## src/rtl/sram_arbiter_2to1.sv

```systemverilog
// sram_arbiter_2to1: shares one 1-cycle-latency single-port SRAM between a fetch port and a data port.
// Data has priority; a saturating burst counter forces one fetch grant after DATA_MAX_BURST data grants.
module sram_arbiter_2to1 #(
  parameter int unsigned DATA_MAX_BURST = 4
) (
  input  logic        clk,
  input  logic        resetn,
  input  logic        inst_req,
  input  logic [31:0] inst_addr,
  output logic        inst_addr_ok,
  output logic        inst_data_ok,
  output logic [31:0] inst_rdata,
  input  logic        data_req,
  input  logic        data_wr,
  input  logic [3:0]  data_wstrb,
  input  logic [31:0] data_addr,
  input  logic [31:0] data_wdata,
  output logic        data_addr_ok,
  output logic        data_data_ok,
  output logic [31:0] data_rdata,
  output logic        sram_en,
  output logic [3:0]  sram_we,
  output logic [31:0] sram_addr,
  output logic [31:0] sram_wdata,
  input  logic [31:0] sram_rdata
);
  localparam logic [3:0] MAX_BURST = 4'(DATA_MAX_BURST);
  logic       resp_vld_q, resp_vld_d;
  logic       resp_port_q, resp_port_d;
  logic       resp_rd_q, resp_rd_d;
  logic [3:0] burst_cnt_q, burst_cnt_d;
  logic       force_inst, grant_data, grant_inst, grant_wr;
  // resetn gates the grant so every request-driven output is 0 while in reset
  always_comb begin
    force_inst = (MAX_BURST != 4'd0) && (burst_cnt_q == MAX_BURST);
    grant_data = resetn && data_req && !(inst_req && force_inst);
    grant_inst = resetn && inst_req && !grant_data;
    grant_wr   = grant_data && data_wr;
  end
  assign inst_addr_ok = grant_inst;
  assign data_addr_ok = grant_data;
  assign sram_en      = grant_data || grant_inst;
  assign sram_we      = grant_wr ? data_wstrb : 4'h0;
  assign sram_addr    = grant_data ? data_addr : grant_inst ? inst_addr : 32'h0;
  assign sram_wdata   = grant_wr ? data_wdata : 32'h0;
  assign inst_data_ok = resp_vld_q && !resp_port_q;
  assign data_data_ok = resp_vld_q && resp_port_q;
  assign inst_rdata   = inst_data_ok ? sram_rdata : 32'h0;
  assign data_rdata   = (data_data_ok && resp_rd_q) ? sram_rdata : 32'h0;
  always_comb begin
    resp_vld_d  = grant_data || grant_inst;
    resp_port_d = grant_data;
    resp_rd_d   = grant_inst || (grant_data && !data_wr);
    burst_cnt_d = (grant_data && inst_req) ? ((burst_cnt_q == 4'hf) ? 4'hf : burst_cnt_q + 4'd1)
                : (grant_inst || !inst_req) ? 4'h0 : burst_cnt_q;
  end
  always_ff @(posedge clk or negedge resetn) begin
    if (!resetn) begin
      resp_vld_q  <= 1'b0;
      resp_port_q <= 1'b0;
      resp_rd_q   <= 1'b0;
      burst_cnt_q <= 4'h0;
    end else begin
      resp_vld_q  <= resp_vld_d;
      resp_port_q <= resp_port_d;
      resp_rd_q   <= resp_rd_d;
      burst_cnt_q <= burst_cnt_d;
    end
  end
endmodule
```

## config.mk

```make
export PLATFORM = sky130hd
export DESIGN_NAME = sram_arbiter_2to1
export DESIGN_NICKNAME = d
export VERILOG_FILES = /design/src/rtl/sram_arbiter_2to1.sv
export SDC_FILE = /design/constraint.sdc
export NUM_CORES = 1
export LEC_CHECK = 0
export ABC_AREA = 1
export BUFFER_PORTS_ARGS = -buffer_cell sky130_fd_sc_hd__buf_2
export CAP_MARGIN = 40
export CORE_AREA = 2 2 106 108
export DETAILED_ROUTE_END_ITERATION = 8
export DIE_AREA = 0 0 108 110
export PLACE_DENSITY_LB_ADDON = 0.2
export RECOVER_POWER = 50
export SYNTH_ARGS = -nofsm -noshare
export SYNTH_HDL_FRONTEND = slang
export SYNTH_SLANG_ARGS = --single-unit
```

## constraint.sdc

```tcl
create_clock -name clk -period 1.68 [get_ports clk]
set_input_delay 0.336 -clock clk [delete_from_list [all_inputs] [get_ports clk]]
set_output_delay 0.336 -clock clk [all_outputs]
set_load 0.05 [all_outputs]
```

==> out/qor.csv, run 1 <==
metric,value,unit
ranking of synthesized cells by area,"nor2_1 (24%), nand2_1 (20%), inv_1 (19%)",
vias in the first global route,3037,
Worst Setup Path Type,register to primary output,
Via density,4.05,
status,"complete, but fails checks",
Register Area,175,um2
Critical Path Sink Type,primary output,
IO Count,274,
drt wl/cell,12.8,um
Startpoint Class,register,
failing checks,setup timing,
Max VDD drop,0.192,mV
placement row count,38,
Max-Cap Viols,0,
root cell of the clock tree,clkbuf_8,
first-pass GRT wire length,13600,um
Mapped Area,1640,um2
grt ovf,0,
ANT nets after route,0,
normalized max-slew margin,70.1,%
drt drc,0,
Post-synth EDFFs,0,
setup violators final,124,
pre-CTS setup slack,-0.184,ns
Tmin final,1.98,ns
Syn Inst Count,347,
TritonRoute pass-1 iters,6,
CTS buffer count,3,
Final Hold Fails,0,
arrival time at the worst endpoint,1.64,ns
multi-input logic area,1980,um2
Detailed Place HPWL,7210,um
Die Width,108,um
Routed WL,9990,um
ys async rst share,100,%
clock latency on the worst-skew pair,0.23,ns
commonest cells in the synthesized netlist,"nor2_1 (104), nand2_1 (88), inv_1 (81)",
placed standard-cell area,4170,um2
worst-path maximum fanout,7,
largest net degree at the start of global routing,36,
overall global routing resource usage,14.2,%
"CTS clk-pin slew, worst paths",0.04,ns
DR vias,3165,
clk_skew,0.00102,ns
required time of the critical path,1.34,ns
total power per unit cell area,367,nW/um2
Clock Tree Buf Depth,2,
post-layout net count,782,
CTS tree,yes,
RSZ-0062 raised after global routing,true,
"Avg Cell Area, Syn",4.72,um2
PnR worst setup slack,-0.297,ns
"Slew Viols, Final",0,
syn nets,486,
Synth area leader,nor2_1,
worst hold path class,input port to async pin,
Num Clock Sinks,7,
# diodes,0,
filler cell count,986,
Core Region,10700,um2
GP Congestion,0.752,
Synth Register Bits,7,
post-synthesis sequential area ratio,10.7,%
fmax,0.506,GHz
worst-case reg-to-reg path depth,9,
fraction of layout cells with a size suffix above 1,74.1,%
most frequent cell after synthesis,nor2_1,
Die Y,110,um
DRT iter0 DRCs,102,
htree depth,1,
final setup TNS,-18.41,ns
# port buffers,273,
Initial Util,15.3,%
Cell variety after synth,19,
Pleak,2.93,nW
Synth Flop Type,dfrtp_1,
Synth warnings,0,
Layout area overhead,247,%
Worst-Margin Slew,0.449,ns
Die Area,11900,um2
post-layout instance area,5680,um2
initial antenna violation count,0,
Tcrit/Tclk final,118,%
share of the synthesized area in the top cell type,23.8,%
-- area by class of cell --
| class | instances | area share [%] |
|---|---|---|
| flip-flops and latches | 7 | 3.08 |
| well taps | 140 | 3.08 |
| inverters | 84 | 5.99 |
| clock buffers | 4 | 0.793 |
| repair buffers | 310 | 52.2 |
| multi-input cells | 237 | 34.9 |
-- state kept, by name, summed over array words and instances, names as in the netlist --
| name | cells |
|---|---|
| burst_cnt_q | 4 |
| resp_port_q | 1 |
| resp_rd_q | 1 |
| resp_vld_q | 1 |
-- worst paths after layout --
| path | start | endpoint | slack, ns |
|---|---|---|---|
| worst max-delay path | burst_cnt_q[0] | sram_addr[24] | -0.30 |
| worst min-delay path | resetn | burst_cnt_q[3] | 0.26 |
| worst max register to register | burst_cnt_q[0] | resp_rd_q | 0.19 |
| worst min register to register | burst_cnt_q[1] | burst_cnt_q[1] | 0.62 |
| max in group asynchronous | resetn | burst_cnt_q[2] | 1.12 |
| min in group clk | inst_req | burst_cnt_q[3] | 0.57 |
-- layer usage --
metal / wire length [um] / share of wire (%) / up-vias / track usage (%)
met1: 3230 / 32 / 1416 / 14.5
li1: - / - / 1574 / -
met3: 883 / 8.8 / 9 / 4.00
met4: 80 / 0.80 / 0 / 2.20
met5: 0 / 0 / - / 0
met2: 5800 / 58 / 166 / 28.8
-- critical path, stage by stage, from the launching register on --
cell and delay [ns]:
dfrtp_1 0.38, inv_2 0.07, ha_4 0.13, nand2_2 0.04, inv_2 0.06, nand2_4 0.07
nand2_8 0.16, clkbuf_16 0.18, nand3_2 0.09, nand2_4 0.09, buf_8 0.14
-- power breakdown --
| part | switching [mW] | internal, mW |
|---|---|---|
| sequential | 0.00626 | 0.177 |
| clock | 0.0755 | 0.164 |
| combinational | 1.00 | 0.660 |
-- timing repair --
item                                    CTS  global route
hold buffers                              0             0
pin swaps                                 3             5
gates resized for setup                 234           126
endpoints found under the setup margin  135           134
endpoints found under the hold margin     0             0
cloned                                    3             6
setup buffers                             3             4
-- per-stage QoR --
| stage | power, mW | utilization [%] | instances | hold slack (ns) |
|---|---|---|---|---|
| final | 2.09 | 53.1 | 782 | 0.256 |
| after global routing | 2.18 | 53.1 | 782 | 0.301 |
| after CTS | 1.91 | 47.0 | 772 | 0.0734 |
| after detailed placement | 1.47 | 39.0 | 762 | 0.318 |
| after global placement | 1.46 | 39.0 | 762 | 0.324 |
| after floorplan | 1.12 | - | 347 | 0.0404 |
-- kinds of logic after synthesis --
family	count (synthesis)	synth area share (%)
buf+inv	103	27.8
compound gates	1	0.458
xor+xnor	1	0.534
flops	7	10.7
fa+ha+maj	2	1.53
simple gates	233	59.0
-- cell usage in the layout (no fill, tap or decap), drive strengths merged --
cell type and instances:
clkbuf 11, clkinvlp 1, buf 303, dfrtp 7
xnor2 1, ha 2, nand2 90, o21bai 1
inv 83, nand3 37, nor2 105, and2 1
No activity file was read; power rests on OpenSTA's default activity.
==> inputs of run 2 (changes only) <==
--- a/config.mk
+++ b/config.mk
@@ -11,6 +11,7 @@
 export CORE_AREA = 2 2 106 108
 export DETAILED_ROUTE_END_ITERATION = 8
 export DIE_AREA = 0 0 108 110
+export MAX_ROUTING_LAYER = met4
 export PLACE_DENSITY_LB_ADDON = 0.2
 export RECOVER_POWER = 50
 export SYNTH_ARGS = -nofsm -noshare
==> run 2 against run 1 <==
The run still ends with setup timing left. Non-clock buffer count decreased by 1. Setup slack got worse by 0.0025 ns. Critical path depth stayed put. Total power is 0.81% lower. Cell count is 0.13% lower.
==> out/qor.csv, run 2 (synthesis results as in run 1) <==
metric,value,unit,change
vias in the first global route,3042,,+0.16%
drt wl/cell,12.7,um,-0.36%
overall global routing resource usage,14.6,%,+0.42 points
CP top delay family,simple AND/OR/NAND/NOR gates,,
Hold Buf Count CTS,0,,unchanged
"Cell Chain, Critical Path",inv_2 -> ha_4 -> nand2_2 -> inv_2 -> nand2_4 -> nand2_8 -> buf_12 -> nand3_1 -> nand2_4 -> buf_8,,
ANT nets after route,0,,unchanged
GP Congestion,0.761,,+1.3%
# diodes,0,,unchanged
buffer and inverter count on the worst path,4,,unchanged
# port buffers,273,,unchanged
switching power,1.08,mW,-0.29%
placement row count,38,,unchanged
Critical Path Sink Type,primary output,,
failing checks,setup timing,,
CTS buffer count,3,,unchanged
Max VDD drop,0.189,mV,-1.9%
root cell of the clock tree,clkbuf_8,,
initial antenna violation count,0,,unchanged
filler cell count,995,,+0.91%
Largest register FFs,4,,unchanged
normalized max-slew margin,69.4,%,-0.67 points
Via density,4.06,,+0.32%
worst-path maximum fanout,13,,+6
"Largest stage delay, worst path",0.38,ns,about the same
"Core Util, Final",52.5,%,-0.55 points
drt drc,0,,unchanged
Max-Cap Viols,0,,unchanged
combinational share of power,79.5,%,-0.2 points
"Slew Viols, Final",0,,unchanged
PnR worst setup slack,-0.300,ns,-0.00249 ns
"CTS clk-pin slew, worst paths",0.04,ns,about the same
Register Area,175,um2,unchanged
Pleak,2.90,nW,-0.81%
"commonest non-fill, non-tap cells in the layout","buf_2 (137), nor2_4 (101), buf_6 (94)",,
Die Width,108,um,unchanged
Die Area,11900,um2,unchanged
fraction of layout cells with a size suffix above 1,73.6,%,-0.51 points
Tmin final,1.98,ns,+0.00249 ns
setup violators final,123,,-0.81%
sw frac,52.3,%,+0.27 points
clock latency on the worst-skew pair,0.23,ns,about the same
Detailed Place HPWL,7210,um,unchanged
stages on the worst setup path,10,,unchanged
CTS tree,yes,,
critical path's slowest cell,dfrtp_1,,
first-pass GRT wire length,13600,um,-0.15%
"commonest non-fill, non-tap cell in the layout",buf_2,,
multi-input logic area,1970,um2,-0.38%
Worst Setup Path Type,register to primary output,,
RSZ-0062 raised after global routing,true,,
Initial Util,15.3,%,unchanged
htree depth,1,,unchanged
total power per unit cell area,368,nW/um2,+0.23%
Layout area overhead,243,%,
fmax,0.505,GHz,-0.13%
Cells after DPL,762,,unchanged
clock share of power,11.6,%,about the same
Num Clock Sinks,7,,unchanged
Non-Filler Instances,781,,-0.13%
DRT iter0 DRCs,117,,+15%
Core Region,10700,um2,unchanged
Critical R2R Launch,burst_cnt_q[0],,
Tcrit/Tclk final,118,%,+0.15 points
post-layout net count,781,,-0.13%
status,"complete, but fails checks",,
largest net degree at the start of global routing,36,,unchanged
TritonRoute pass-1 iters,4,,-2
worst hold path class,input port to async pin,,
Flop pwr share,8.8,%,about the same
Setup crit start,burst_cnt_q[1],,
worst hold-check slack,0.249,ns,-0.00751 ns
P_int,0.987,mW,-1.4%
required time of the critical path,1.34,ns,about the same
grt ovf,0,,unchanged
arrival time at the worst endpoint,1.64,ns,about the same
DR vias,3171,,+0.19%
Largest Register,burst_cnt_q,,
Final Hold Fails,0,,unchanged
IO Count,274,,unchanged
Die Y,110,um,unchanged
total power,2.07,mW,-0.81%
Clock Tree Buf Depth,2,,unchanged
clk_skew,0.00140,ns,+0.000375 ns
Startpoint Class,register,,
Worst-Margin Slew,0.459,ns,+0.0100 ns
Routed WL,9940,um,-0.49%
worst-case reg-to-reg path depth,9,,unchanged
-- run 2: cell count changes in the layout (fill, tap and decap cells not counted), sizes merged --
cell	before	now
clkbuf	11	10
-- run 2: worst paths after layout --
| path | endpoint | slack (ns) |
|---|---|---|
| setup / recovery | sram_addr[27] | -0.30 |
| hold / removal | burst_cnt_q[1] | 0.25 |
| setup reg to reg | resp_rd_q | 0.19 |
| hold reg to reg | burst_cnt_q[1] | 0.63 |
| max in group asynchronous | burst_cnt_q[2] | 1.12 |
| min in group clk | burst_cnt_q[3] | 0.56 |
-- run 2: layout make-up --
type	count	share of cell area, %
Clock buffer	4	0.801
Inverter	84	6.05
Multi-Input combinational cell	237	35.1
Sequential cell	7	3.12
Tap cell	140	3.12
Timing Repair Buffer	309	51.8
-- run 2: layer usage --
metal  vias up  global-route usage (%)  share of wire, %
li1       1574                       -                 -
met1      1412                    15.2                33
met2       174                    28.5                58
met3        11                    3.17               8.4
met4         0                    2.20               1.0
met5         -                       -                 0
-- run 2: power groups by stage --
| stage | sequential (mW) | combinational (mW) | clock, mW |
|---|---|---|---|
| after floorplan | 0.184 | 0.936 | 0 |
| after global placement | 0.183 | 1.28 | 0 |
| after detailed placement | 0.183 | 1.29 | 0 |
| after CTS | 0.183 | 1.48 | 0.248 |
| after global routing | 0.183 | 1.73 | 0.257 |
| final | 0.183 | 1.64 | 0.241 |
-- run 2: repair_timing --
item                                    in CTS  in global routing
setup buffers                                3                  4
gates cloned                                 3                  5
pin swaps                                    3                  4
endpoints found under the setup margin     135                134
resized for setup                          234                117
hold endpoints to repair                     0                  0
-- run 2: worst reg2reg max path, stage by stage, from the launching register on --
cell,delay [ns]
dfrtp_1,0.36
inv_2,0.05
ha_4,0.15
nand2_2,0.05
inv_2,0.04
nand2_4,0.09
nand3_4,0.16
buf_12,0.20
buf_4,0.14
and2_1,0.14
-- run 2: metrics by stage --
step / instance area, um2 / worst slack [ns] / TNS (ns)
global route: 5620 / -0.370 / -27.66
finish: 5620 / -0.300 / -18.22
global placement: 4170 / -0.202 / -7.43
detailed placement: 4170 / -0.184 / -7.30
floorplan: 2580 / -0.121 / -5.14
CTS: 5030 / -0.315 / -20.21
==> inputs of run 3 (changes only) <==
--- a/config.mk
+++ b/config.mk
@@ -8,7 +8,7 @@
 export ABC_AREA = 1
 export BUFFER_PORTS_ARGS = -buffer_cell sky130_fd_sc_hd__buf_2
 export CAP_MARGIN = 40
-export CORE_AREA = 2 2 106 108
+export CORE_AREA = 5 5 103 105
 export DETAILED_ROUTE_END_ITERATION = 8
 export DIE_AREA = 0 0 108 110
 export MAX_ROUTING_LAYER = met4
@@ -17,3 +17,4 @@
 export SYNTH_ARGS = -nofsm -noshare
 export SYNTH_HDL_FRONTEND = slang
 export SYNTH_SLANG_ARGS = --single-unit
+export TNS_END_PERCENT = 10
==> run 3 against run 2 <==
The flow still finishes with violations (setup timing). Sequential power hardly changed. Critical path depth is 1 higher. Clock skew is 0.0032 ns higher. Hold slack worse by 0.20 ns. Non-clock buffer count is 6 lower. Die area stayed put. Setup slack worse by 0.0062 ns. Sequential cell count stayed put. Design area is 3.6% lower. Core utilization is 4.2 points higher. Largest cell class unchanged.
==> out/qor.csv, run 3 (synthesis results as in run 1) <==
metric,value,unit,change
GP Congestion,0.822,,+7.9%
Detailed Place HPWL,7870,um,+9.2%
"Largest stage delay, worst path",0.36,ns,-0.02 ns
Largest Register,burst_cnt_q,,
Startpoint Class,register,,
Max VDD drop,0.236,mV,+25%
Register Area,176,um2,+0.71%
initial antenna violation count,0,,unchanged
largest net degree at the start of global routing,33,,-8.3%
clock latency on the worst-skew pair,0.23,ns,about the same
TritonRoute pass-1 iters,4,,unchanged
Layout area overhead,231,%,
htree depth,1,,unchanged
sw frac,52.8,%,+0.47 points
clock share of power,11.8,%,+0.2 points
RSZ-0062 raised after global routing,true,,
worst-path maximum fanout,8,,-5
critical path's slowest cell,dfrtp_1,,
Die Width,108,um,unchanged
root cell of the clock tree,clkbuf_8,,
Critical Path Sink Type,primary output,,
buffer and inverter count on the worst path,5,,+1
drt wl/cell,13.1,um,+3.2%
first-pass GRT wire length,14900,um,+9.1%
fmax,0.504,GHz,-0.31%
vias in the first global route,3189,,+4.8%
CP top delay family,buffers and inverters,,
total power,2.02,mW,-2.3%
combinational share of power,79.2,%,-0.3 points
DRT iter0 DRCs,99,,-15%
total power per unit cell area,373,nW/um2,+1.4%
CTS tree,yes,,
"Cell Chain, Critical Path",inv_1 -> ha_2 -> nand2_2 -> inv_2 -> nand2_4 -> nand2_8 -> buf_12 -> buf_16 -> nand3_1 -> nand2_1 -> buf_6,,
drt drc,0,,unchanged
Routed WL,10100,um,+1.5%
setup violators final,102,,-17%
Tmin final,1.99,ns,+0.00618 ns
grt ovf,0,,unchanged
CTS buffer count,3,,unchanged
"Slew Viols, Final",0,,unchanged
Max-Cap Viols,0,,unchanged
placement row count,36,,-5.3%
Core Region,9550,um2,-11%
Pleak,2.84,nW,-2.1%
IO Count,274,,unchanged
Die Area,11900,um2,unchanged
Tcrit/Tclk final,118,%,+0.37 points
"commonest non-fill, non-tap cells in the layout","buf_2 (140), nor2_4 (95), buf_6 (94)",,
# diodes,0,,unchanged
# port buffers,273,,unchanged
fraction of layout cells with a size suffix above 1,73.4,%,-0.25 points
Num Clock Sinks,7,,unchanged
Hold Buf Count CTS,0,,unchanged
PnR worst setup slack,-0.306,ns,-0.00618 ns
failing checks,setup timing,,
Final Hold Fails,0,,unchanged
"CTS clk-pin slew, worst paths",0.04,ns,about the same
Via density,4.06,,about the same
switching power,1.07,mW,-1.4%
Worst-Margin Slew,0.276,ns,-0.183 ns
Largest register FFs,4,,unchanged
arrival time at the worst endpoint,1.65,ns,about the same
clk_skew,0.00461,ns,+0.00322 ns
Worst Setup Path Type,register to primary output,,
post-layout net count,775,,-0.77%
Flop pwr share,9.0,%,+0.2 points
P_int,0.955,mW,-3.3%
Die Y,110,um,unchanged
worst hold-check slack,0.0510,ns,-0.198 ns
ANT nets after route,0,,unchanged
Initial Util,17.2,%,+1.8 points
normalized max-slew margin,81.6,%,+12 points
worst hold path class,input port to async pin,,
status,"complete, but fails checks",,
"commonest non-fill, non-tap cell in the layout",buf_2,,
multi-input logic area,1940,um2,-1.7%
overall global routing resource usage,15.8,%,+1.2 points
Clock Tree Buf Depth,2,,unchanged
DR vias,3118,,-1.7%
required time of the critical path,1.34,ns,about the same
filler cell count,851,,-14%
r2r setup slk,0.10,ns,-0.09 ns
-- run 3: changes by cell type in the layout (fill, tap and decap cells not counted), sizes merged --
cell	delta
buf	-4
clkbuf	-3
clkinv	+1
-- run 3: final cells by class --
cell class | instances | share of cell area, %
Tap cell | 133 | 3.07
Clock buffer | 3 | 0.762
Clock inverter | 1 | 0.0924
Inverter | 84 | 6.03
Multi-Input combinational cell | 237 | 35.8
Timing Repair Buffer | 303 | 51.0
Sequential cell | 7 | 3.26
-- run 3: metal layers --
metal,routed length (um),GRT usage [%]
met5,0,-
met4,287,5.59
met2,5610,30.2
met3,862,3.32
met1,3330,15.8
-- run 3: metrics by stage --
step	std cells	util (%)	instance area, um2	setup TNS, ns	worst slack [ns]
floorplan	347	-	2510	-10.19	-0.159
global placement	758	43.4	4150	-9.16	-0.195
detailed placement	758	43.4	4150	-10.20	-0.211
CTS	766	53.0	5060	-21.03	-0.323
global route	768	56.7	5420	-27.84	-0.401
finish	768	56.7	5420	-17.68	-0.306
-- run 3: power by group through the flow --
| stage | sequential [mW] | combinational (mW) | clock [mW] |
|---|---|---|---|
| after CTS | 0.182 | 1.52 | 0.251 |
| after global placement | 0.184 | 1.28 | 0 |
| after floorplan | 0.183 | 0.922 | 0 |
| after global routing | 0.183 | 1.69 | 0.261 |
| after detailed placement | 0.184 | 1.29 | 0 |
| final | 0.182 | 1.60 | 0.239 |
-- run 3: timing repair --
action / CTS / global route
setup buffers: 1 / 1
endpoints found under the setup margin: 133 / 134
pin swaps: 8 / 14
endpoints found under the hold margin: 0 / 0
gates resized for setup: 257 / 87
gates cloned: 3 / 1
-- run 3: path summary, 6_finish.rpt --
| kind | cells past startpoint | end | start |
|---|---|---|---|
| setup / recovery | 11 | sram_addr[1] | burst_cnt_q[1] |
| hold / removal | 2 | burst_cnt_q[1] | resetn |
| setup reg to reg | 11 | resp_rd_q | burst_cnt_q[1] |
| hold reg to reg | 3 | burst_cnt_q[1] | burst_cnt_q[1] |
| max in group asynchronous | 2 | resp_port_q | resetn |
| min in group clk | 4 | burst_cnt_q[3] | inst_req |
